**src/rtl/result_unloader_pkg.sv**
```systemverilog
// Shared widths, FSM state encoding and frame-length helper for the result unloader.
package mat_pkg;

    localparam int ELEM_W = 16;
    localparam int MAX_N  = 4;
    localparam int BYTE_W = 8;
    localparam int RES_W  = ELEM_W * MAX_N * MAX_N;
    localparam int CNT_W  = 6;

    typedef enum logic {
        IDLE = 1'b0,
        SEND = 1'b1
    } state_t;

    // Bytes in a frame of an n x n result: two bytes per entry.
    function automatic logic [CNT_W-1:0] frame_bytes(input logic [2:0] n);
        logic [CNT_W-1:0] nw;
        nw = {3'b000, n};
        return CNT_W'(nw * nw * 2);
    endfunction

    function automatic logic size_legal(input logic [2:0] n);
        return (n == 3'd2) || (n == 3'd3) || (n == 3'd4);
    endfunction

endpackage

```
**src/rtl/result_unloader_if.sv**
```systemverilog
// Result capture inputs and byte-stream handshake of the result unloader.
interface result_unloader_if;
    import mat_pkg::*;

    logic [RES_W-1:0]  res_mat;
    logic [2:0]        mat_size;
    logic              res_valid;
    logic [BYTE_W-1:0] dout;
    logic              dout_valid;
    logic              dout_ready;
    logic              dout_last;

    modport master (
        input  res_mat, mat_size, res_valid, dout_ready,
        output dout, dout_valid, dout_last
    );

    modport slave (
        output res_mat, mat_size, res_valid, dout_ready,
        input  dout, dout_valid, dout_last
    );

endinterface

```
**src/rtl/result_unloader_byte_mux.sv**
```systemverilog
// Selects byte k of an n x n result held in the shadow register; entry 0 sits in the top slot.
module result_byte_mux
    import mat_pkg::*;
(
    input  logic [RES_W-1:0]  shadow,
    input  logic [2:0]        n,
    input  logic [CNT_W-1:0]  k,
    output logic [BYTE_W-1:0] byte_out
);

    logic [4:0]        nn;
    logic [4:0]        entry_idx;
    logic [3:0]        slot;
    logic [ELEM_W-1:0] entry;

    always_comb begin
        nn        = {2'b00, n} * {2'b00, n};
        entry_idx = k[CNT_W-1:1];
        // Entries are packed top-down, so entry e lives in slot nn-1-e counted from bit 0.
        slot      = 4'(nn - 5'd1 - entry_idx);
        entry     = shadow[{slot, 4'b0000} +: ELEM_W];
        byte_out  = k[0] ? entry[BYTE_W-1:0] : entry[ELEM_W-1:BYTE_W];
    end

endmodule

```
**src/rtl/result_unloader.sv**
```systemverilog
// Captures a 2x2..4x4 result matrix and streams it high-byte-first, row-major, over a valid/ready byte port.
//
// state | meaning
// IDLE  | waiting for res_valid; illegal sizes only raise size_err
// SEND  | presenting byte k of the latched frame until the last one is accepted
module result_unloader
    import mat_pkg::*;
(
    input  logic               CLK,
    input  logic               RST_N,
    result_unloader_if.master  bus,
    output logic               busy,
    output logic               overrun,
    output logic               size_err
);

    state_t             state;
    state_t             state_nx;
    logic [RES_W-1:0]   shadow;
    logic [2:0]         n_lat;
    logic [CNT_W-1:0]   k;
    logic [CNT_W-1:0]   k_nx;
    logic [CNT_W-1:0]   k_last;
    logic               capture;
    logic               set_ovr;
    logic               set_serr;
    logic               sending;
    logic               is_last;
    logic [BYTE_W-1:0]  mux_byte;

    assign sending = (state == SEND);
    assign k_last  = frame_bytes(n_lat) - CNT_W'(1);
    assign is_last = (k == k_last);

    always_ff @(posedge CLK or negedge RST_N) begin
        if (!RST_N) begin
            state    <= IDLE;
            k        <= '0;
            shadow   <= '0;
            n_lat    <= '0;
            overrun  <= 1'b0;
            size_err <= 1'b0;
        end else begin
            state <= state_nx;
            k     <= k_nx;
            if (capture) begin
                shadow <= bus.res_mat;
                n_lat  <= bus.mat_size;
            end
            if (set_ovr) begin
                overrun <= 1'b1;
            end
            if (set_serr) begin
                size_err <= 1'b1;
            end
        end
    end

    always_comb begin
        state_nx = state;
        k_nx     = k;
        capture  = 1'b0;
        set_ovr  = 1'b0;
        set_serr = 1'b0;
        case (state)
            IDLE: begin
                if (bus.res_valid) begin
                    if (size_legal(bus.mat_size)) begin
                        capture  = 1'b1;
                        k_nx     = '0;
                        state_nx = SEND;
                    end else begin
                        set_serr = 1'b1;
                    end
                end
            end
            SEND: begin
                // A result arriving mid-frame is dropped; the current frame keeps going.
                if (bus.res_valid) begin
                    set_ovr = 1'b1;
                end
                if (bus.dout_ready) begin
                    if (is_last) begin
                        k_nx     = '0;
                        state_nx = IDLE;
                    end else begin
                        k_nx = k + CNT_W'(1);
                    end
                end
            end
            default: begin
                state_nx = IDLE;
                k_nx     = '0;
            end
        endcase
    end

    result_byte_mux u_byte_mux (
        .shadow   (shadow),
        .n        (n_lat),
        .k        (k),
        .byte_out (mux_byte)
    );

    assign bus.dout_valid = sending;
    assign bus.dout_last  = sending && is_last;
    assign bus.dout       = sending ? mux_byte : '0;
    assign busy           = sending;

endmodule

```
**src/flat_wrapper.sv**
```systemverilog
// flat-port wrapper written by rule: the top's interface ports become plain ports
module result_unloader_flat import mat_pkg::*;
  (CLK, RST_N, busy, overrun, size_err, bus_res_mat, bus_mat_size, bus_res_valid, bus_dout_ready, bus_dout, bus_dout_valid, bus_dout_last);
  result_unloader_if bus_i ();
  input  logic CLK;
  input  logic RST_N;
  output logic busy;
  output logic overrun;
  output logic size_err;
  input wire logic [$bits(bus_i.res_mat)-1:0] bus_res_mat;
  input wire logic [$bits(bus_i.mat_size)-1:0] bus_mat_size;
  input wire logic [$bits(bus_i.res_valid)-1:0] bus_res_valid;
  input wire logic [$bits(bus_i.dout_ready)-1:0] bus_dout_ready;
  output wire logic [$bits(bus_i.dout)-1:0] bus_dout;
  output wire logic [$bits(bus_i.dout_valid)-1:0] bus_dout_valid;
  output wire logic [$bits(bus_i.dout_last)-1:0] bus_dout_last;
  assign bus_i.res_mat = bus_res_mat;
  assign bus_i.mat_size = bus_mat_size;
  assign bus_i.res_valid = bus_res_valid;
  assign bus_i.dout_ready = bus_dout_ready;
  assign bus_dout = bus_i.dout;
  assign bus_dout_valid = bus_i.dout_valid;
  assign bus_dout_last = bus_i.dout_last;
  result_unloader u_core (.CLK(CLK), .RST_N(RST_N), .bus(bus_i), .busy(busy), .overrun(overrun), .size_err(size_err));
endmodule
```
**config.mk**
```make
export PLATFORM = sky130hd
export DESIGN_NAME = result_unloader_flat
export DESIGN_NICKNAME = d
export VERILOG_FILES = /design/src/rtl/result_unloader_pkg.sv /design/src/rtl/result_unloader_if.sv /design/src/rtl/result_unloader_byte_mux.sv /design/src/rtl/result_unloader.sv /design/src/flat_wrapper.sv
export SDC_FILE = /design/constraint.sdc
export NUM_CORES = 1
export LEC_CHECK = 0
export ABC_AREA = 1
export CAP_MARGIN = 20
export CORE_ASPECT_RATIO = 1.4
export CORE_UTILIZATION = 53
export CTS_BUF_LIST = sky130_fd_sc_hd__clkbuf_8 sky130_fd_sc_hd__clkbuf_16
export CTS_CLUSTER_DIAMETER = 120
export DETAILED_ROUTE_END_ITERATION = 7
export PLACE_DENSITY = 0.81
export RECOVER_POWER = 25
export SLEW_MARGIN = 10
export SYNTH_ARGS = -nofsm -noshare
export SYNTH_HDL_FRONTEND = slang
export SYNTH_HIERARCHICAL = 1
export SYNTH_SLANG_ARGS = --single-unit
```
**constraint.sdc**
```tcl
create_clock -name CLK -period 4.3 [get_ports CLK]
set_input_delay 1.075 -clock CLK [delete_from_list [all_inputs] [get_ports CLK]]
set_output_delay 1.075 -clock CLK [all_outputs]
set_load 0.02 [all_outputs]
```
==> results of run 1 <==
## cell type report
type,count,share of cell area [%]
Sequential cell,268,36.92
Multi-Input combinational cell,1423,32.25
Timing Repair Buffer,318,18.25
Inverter,256,5.345
Clock buffer,32,4.098
Tap cell,324,2.232
Clock inverter,17,0.9091
## per-layer routing
metal,wire length (um),part of all wire [%],GRT usage (%)
met1,17080,39,38.89
met2,22570,52,57.98
met3,2215,5.1,3.490
met4,1843,4.2,12.94
met5,0,0,0
## registers in the layout, indices dropped and copies added (netlist names)
signal / cells
u_core/bus.dout_valid: 1
u_core/size_err: 1
u_core/overrun: 1
u_core/shadow: 256
u_core/n_lat: 3
u_core/k: 6
## logic make-up after synthesis
family / synth area share (%)
simple gates: 39.10
buf+inv: 12.11
flops: 47.22
fa+ha+maj: 0.9515
compound gates: 0.3612
xor+xnor: 0.2467
## timing repair
action | in CTS | in global routing
gates resized for setup | 78 | 1
cloned | 3 | 0
endpoints found under the hold margin | 0 | 0
buffers inserted | 3 | 1
pin swaps | 18 | 0
endpoints found under the setup margin | 8 | 8
## per-stage QoR
stage                     hold slack, ns  setup WS (ns)
final                             0.4602        -0.3349
after global routing              0.4859        -0.5252
after CTS                         0.4638        -0.3199
after floorplan                   0.4488         0.1480
after detailed placement          0.4496        -0.3870
after global placement            0.4420        -0.3688
## cells in the final DEF, fill, tap and decap left out, drive strengths merged, types with 5 or more instances in the layout
master and n:
nand2 1174, dfrtp 268, buf 50, clkbuf 34
inv 262, ha 6, nand3 216, nor2 11
clkdlybuf4s50 265, clkinv 5
## worst max-delay path: cells and delay by family (launching register included)
family | cells | cell delay [ns]
and+or+nand+nor | 10 | 0.79
buffers and inverters | 7 | 0.59
adders and majority gates | 3 | 1.30
DFF | 1 | 0.35
## worst paths after layout
check / start / to / cells past startpoint
worst min-delay path: u_core/size_err / u_core/size_err / 1
min in group asynchronous: RST_N / u_core/shadow[225] / 1
max in group asynchronous: RST_N / u_core/shadow[29] / 2
worst max register to register: u_core/bus.dout_valid / u_core/shadow[15] / 5
worst min register to register: u_core/size_err / u_core/size_err / 1
worst max-delay path: u_core/n_lat[2] / bus_dout[7] / 20
==> out/qor.csv, run 1 <==
metric;value;unit
io-pin-count;276;
firstDrtPassIters;5;
route.detailed.drc;0;
multi_input_area;5859;um^2
gp_congestion;0.9153;
grtUsageTotal;32.07;%
fin_skew;0.008147;ns
slowest_stage;fa_1;
die-area;27460;um^2
postSynthCellCount;2057;
fin_ws;-0.3349;ns
critPathKind;flop to output pin;
vias;13420;
synth_flop_cell;dfrtp_1;
yosysUniqueCellTypes;25;
core_area;26190;um^2
hold_viol;0;
wirelength;43.70;mm
cts-htree-levels;1;
synth_top_area_cell;dfrtp_1;
initial_core_util;54.23;%
required;3.22;ns
max-clock-path-buffers;3;
cts_sinks;268;
synthArstFlopShare;100.0;%
seq_area;6706;um^2
endpoint_kind;output pin;
row_count;70;
fmaxAchievable;0.2158;GHz
hold_buffers;0;
finalInstanceArea;18170;um^2
syn_area;14200;um^2
status;finished with violations;
clock_latency;0.55;ns
drive_gt1_share;5.704;%
worst_pin_slew;2.556;ns
final_util;69.37;%
viasPerCell;5.089;
syn_area_per_cell;6.904;um^2
path_cells;nand2_1 -> fa_1 -> inv_1 -> fa_1 -> inv_1 -> fa_2 -> nand2_1 -> nand2_2 -> nand2_2 -> inv_2 -> nor2_4 -> buf_6 -> buf_12 -> nand3_1 -> nand2_1 -> nand2_1 -> nand2_1 -> nand2_1 -> inv_2 -> buf_6;
path_clk_slew;0.06;ns
placed_cells;2582;
grt.overflow.total;0;
wl_per_cell;16.57;um
min_period_over_period;107.8;%
grt_pass1_wl;68.34;mm
synth_area_leaders;dfrtp_1 (47%), nand2_1 (31%), nand3_1 (7.6%), inv_1 (6.6%), buf_6 (2.0%);
synth_edf_count;0;
slew_headroom;-70.41;%
path_max_fanout;8;
syn_nets;2329;
port_buffers;275;
cp-start-kind;flop;
grt_max_degree;140;
crit_top_cell;nand2_1;
rsz0062_at_grt;true;
cts_tree;built;
worstPathArrival;3.56;ns
synthTopCellsByCount;nand2_1 (1172), dfrtp_1 (268), inv_1 (251);
final_cells;2638;
yosysMostFrequentCell;nand2_1;
drt_iter0_drc;914;
max_cap_viol_count;1;
setup_viol;8;
fillers;2218;
antenna_cells;0;
final.min_clock_period;4.635;ns
cts_root_buffer;clkbuf_16;
layout.nets;2566;
tns;-2.537;ns
numCtsBuffers;27;
drtAntennaViolNets;0;
max_stage_delay;0.49;ns
min_path_type;flop to flop;
antenna_found_initial;0;
synth_seq_cells;268;
die-height;195.7;um
drv_slew;102;
areaGrowthSynthToFinish;27.92;%
placed_area;17080;um^2
synth_warnings;6;
ys_seq_area_share;47.22;%
grt_pass1_vias;13020;
r2r_slack;1.97;ns
synth_top_area_share;47.22;%
hpwl;31.11;mm
violations;capacitance limit, slew limit, setup timing;
die-width;140.3;um
Power of run 1 is left out: the tool's default activity adds up to more than one toggle a clock period on the data nets, which glitch-free logic cannot reach.
==> run 2: changes to the inputs <==
--- a/config.mk
+++ b/config.mk
@@ -8,11 +8,12 @@
 export ABC_AREA = 1
 export CAP_MARGIN = 20
 export CORE_ASPECT_RATIO = 1.4
+export CORE_MARGIN = 2
 export CORE_UTILIZATION = 53
 export CTS_BUF_LIST = sky130_fd_sc_hd__clkbuf_8 sky130_fd_sc_hd__clkbuf_16
 export CTS_CLUSTER_DIAMETER = 120
 export DETAILED_ROUTE_END_ITERATION = 7
-export PLACE_DENSITY = 0.81
+export PLACE_DENSITY = 0.9
 export RECOVER_POWER = 25
 export SLEW_MARGIN = 10
 export SYNTH_ARGS = -nofsm -noshare
==> run 2 against run 1 <==
Net effect: the run still ends with capacitance limit, slew limit, setup timing left; final cell count down 0.30%; critical path depth is 1 lower; die area is 2.5% higher; critical endpoint is now bus_dout[0]; highest routed layer unchanged.
==> out/qor.csv, run 2 (same netlist as run 1, synthesis figures left out) <==
metric;value;unit;change
status;finished with violations;;
violations;capacitance limit, slew limit, setup timing;;
hold_buffers;0;;unchanged
route.detailed.drc;0;;unchanged
wl_per_cell;17.18;um;+3.7%
reg2reg_from;u_core/bus.dout_valid;;
worstPathArrival;3.58;ns;+0.02 ns
initial_core_util;54.05;%;-0.18 points
fin_ws;-0.3517;ns;-0.01675 ns
hold_viol;0;;unchanged
port_buffers;275;;unchanged
core_area;26280;um^2;+0.33%
wirelength;45.18;mm;+3.4%
fmaxAchievable;0.2150;GHz;-0.36%
slew_headroom;-79.86;%;-9.5 points
vias;13730;;+2.2%
hold_depth;1;;unchanged
max-clock-path-buffers;3;;unchanged
areaGrowthSynthToFinish;27.32;%;
cts-htree-levels;1;;unchanged
grtUsageTotal;32.45;%;+0.38 points
final_cell_mix;nand2_1 (1167), dfrtp_1 (268), clkdlybuf4s50_1 (265), inv_1 (244), nand3_1 (203);;
antenna_cells;0;;unchanged
gp_congestion;0.9467;;+3.4%
grt_pass1_vias;13820;;+6.1%
min_from;u_core/size_err;;
max_cap_viol_count;1;;unchanged
critPathKind;flop to output pin;;
firstDrtPassIters;5;;unchanged
reg_top3;u_core/shadow (256), u_core/k (6), u_core/n_lat (3);;
setup_viol;8;;unchanged
largest_reg_flops;256;;unchanged
die-height;197.7;um;+1.0%
rsz0062_at_grt;true;;
drtAntennaViolNets;0;;unchanged
drt_iter0_drc;1323;;+45%
drive_gt1_share;5.681;%;-0.024 points
drv_slew;106;;+3.9%
die-area;28140;um^2;+2.5%
grt.overflow.total;0;;unchanged
min_path_type;flop to flop;;
largest_register;u_core/shadow;;
endpoint_kind;output pin;;
clock_latency;0.54;ns;about the same
numCtsBuffers;26;;-3.7%
final.min_clock_period;4.652;ns;+0.01675 ns
r2r_end;u_core/shadow[209];;
required;3.22;ns;about the same
antenna_found_initial;0;;unchanged
layout.nets;2559;;-0.27%
grt_pass1_wl;71.31;mm;+4.3%
ff2ff_path_depth;6;;+1
row_count;70;;unchanged
cts_tree;built;;
worst_pin_slew;2.698;ns;+0.1418 ns
die-width;142.3;um;+1.4%
holdPathEnd;u_core/size_err;;
viasPerCell;5.219;;+2.6%
layout_commonest_cell;nand2_1;;
min_period_over_period;108.2;%;+0.39 points
cts_root_buffer;clkbuf_16;;
grt_max_degree;143;;+2.1%
cts_sinks;268;;unchanged
io-pin-count;276;;unchanged
path_max_fanout;8;;unchanged
fin_skew;0.02085;ns;+0.01270 ns
path_clk_slew;0.06;ns;about the same
final_util;68.81;%;-0.56 points
cp-start-kind;flop;;
hpwl;32.39;mm;+4.1%
r2r_slack;1.43;ns;-0.54 ns
==> run 2: how the worst max path moves through the flow <==
stage                          startpoint     endpoint  slack, ns
after floorplan           u_core/n_lat[0]  bus_dout[5]       0.15
after global placement        u_core/k[3]  bus_dout[3]      -0.36
after detailed placement      u_core/k[3]  bus_dout[3]      -0.42
after CTS                     u_core/k[3]  bus_dout[0]      -0.38
after global routing      u_core/n_lat[1]  bus_dout[2]      -0.52
final                     u_core/n_lat[1]  bus_dout[0]      -0.35
==> run 2: stage by stage <==
step | TNS (ns) | hold WS (ns) | instance area, um^2 | setup slack (ns) | instances
2_1_floorplan | 0 | 0.4488 | 14200 | 0.1480 | 2057
3_3_place_gp | -2.799 | 0.4415 | 17110 | -0.3635 | 2581
3_5_place_dp | -3.252 | 0.4602 | 17110 | -0.4236 | 2581
4_1_cts | -2.860 | 0.4745 | 18100 | -0.3821 | 2632
5_1_grt | -4.029 | 0.4898 | 18080 | -0.5175 | 2630
6_report | -2.663 | 0.4759 | 18080 | -0.3517 | 2630
==> run 2: worst max-delay path, stage by stage, from the launching register on <==
cell and delay [ns]:
dfrtp_1 0.37, inv_2 0.05, fa_1 0.52, inv_1 0.04
fa_1 0.49, inv_2 0.05, fa_2 0.37, inv_2 0.06
nand2_2 0.05, nand2_4 0.09, nor2_4 0.05, nor2_4 0.14
buf_8 0.16, nand3_2 0.08, nand2_1 0.07, nand2_1 0.05
nand2_1 0.08, nand2_1 0.07, inv_2 0.12, buf_6 0.12
==> run 2: cell type report <==
class | instances | area [um^2]
clock buffers | 31 | 730.7
clock inverters | 16 | 131.4
fillers | 2043 | 8194
inverters | 256 | 968.4
multi-input cells | 1423 | 5899
flip-flops and latches | 268 | 6706
well taps | 324 | 405.4
repair buffers | 312 | 3239
==> run 2: layer usage <==
layer | vias to the layer above | global-route usage, % | wire (um) | share of wire, %
li1 | 6548 | - | - | -
met1 | 6392 | 37.56 | 16220 | 36
met2 | 646 | 57.38 | 23180 | 51
met3 | 139 | 4.533 | 2919 | 6.5
met4 | 0 | 18.52 | 2863 | 6.3
met5 | - | 0 | 0 | 0
==> run 2: repair_timing <==
item | 4_1_cts | 5_1_grt
endpoints found under the setup margin | 8 | 8
cloned | 1 | 0
gates resized for setup | 72 | 17
pin swaps | 15 | 11
buffers inserted | 3 | 0
Power of run 2 is left out for the same reason.
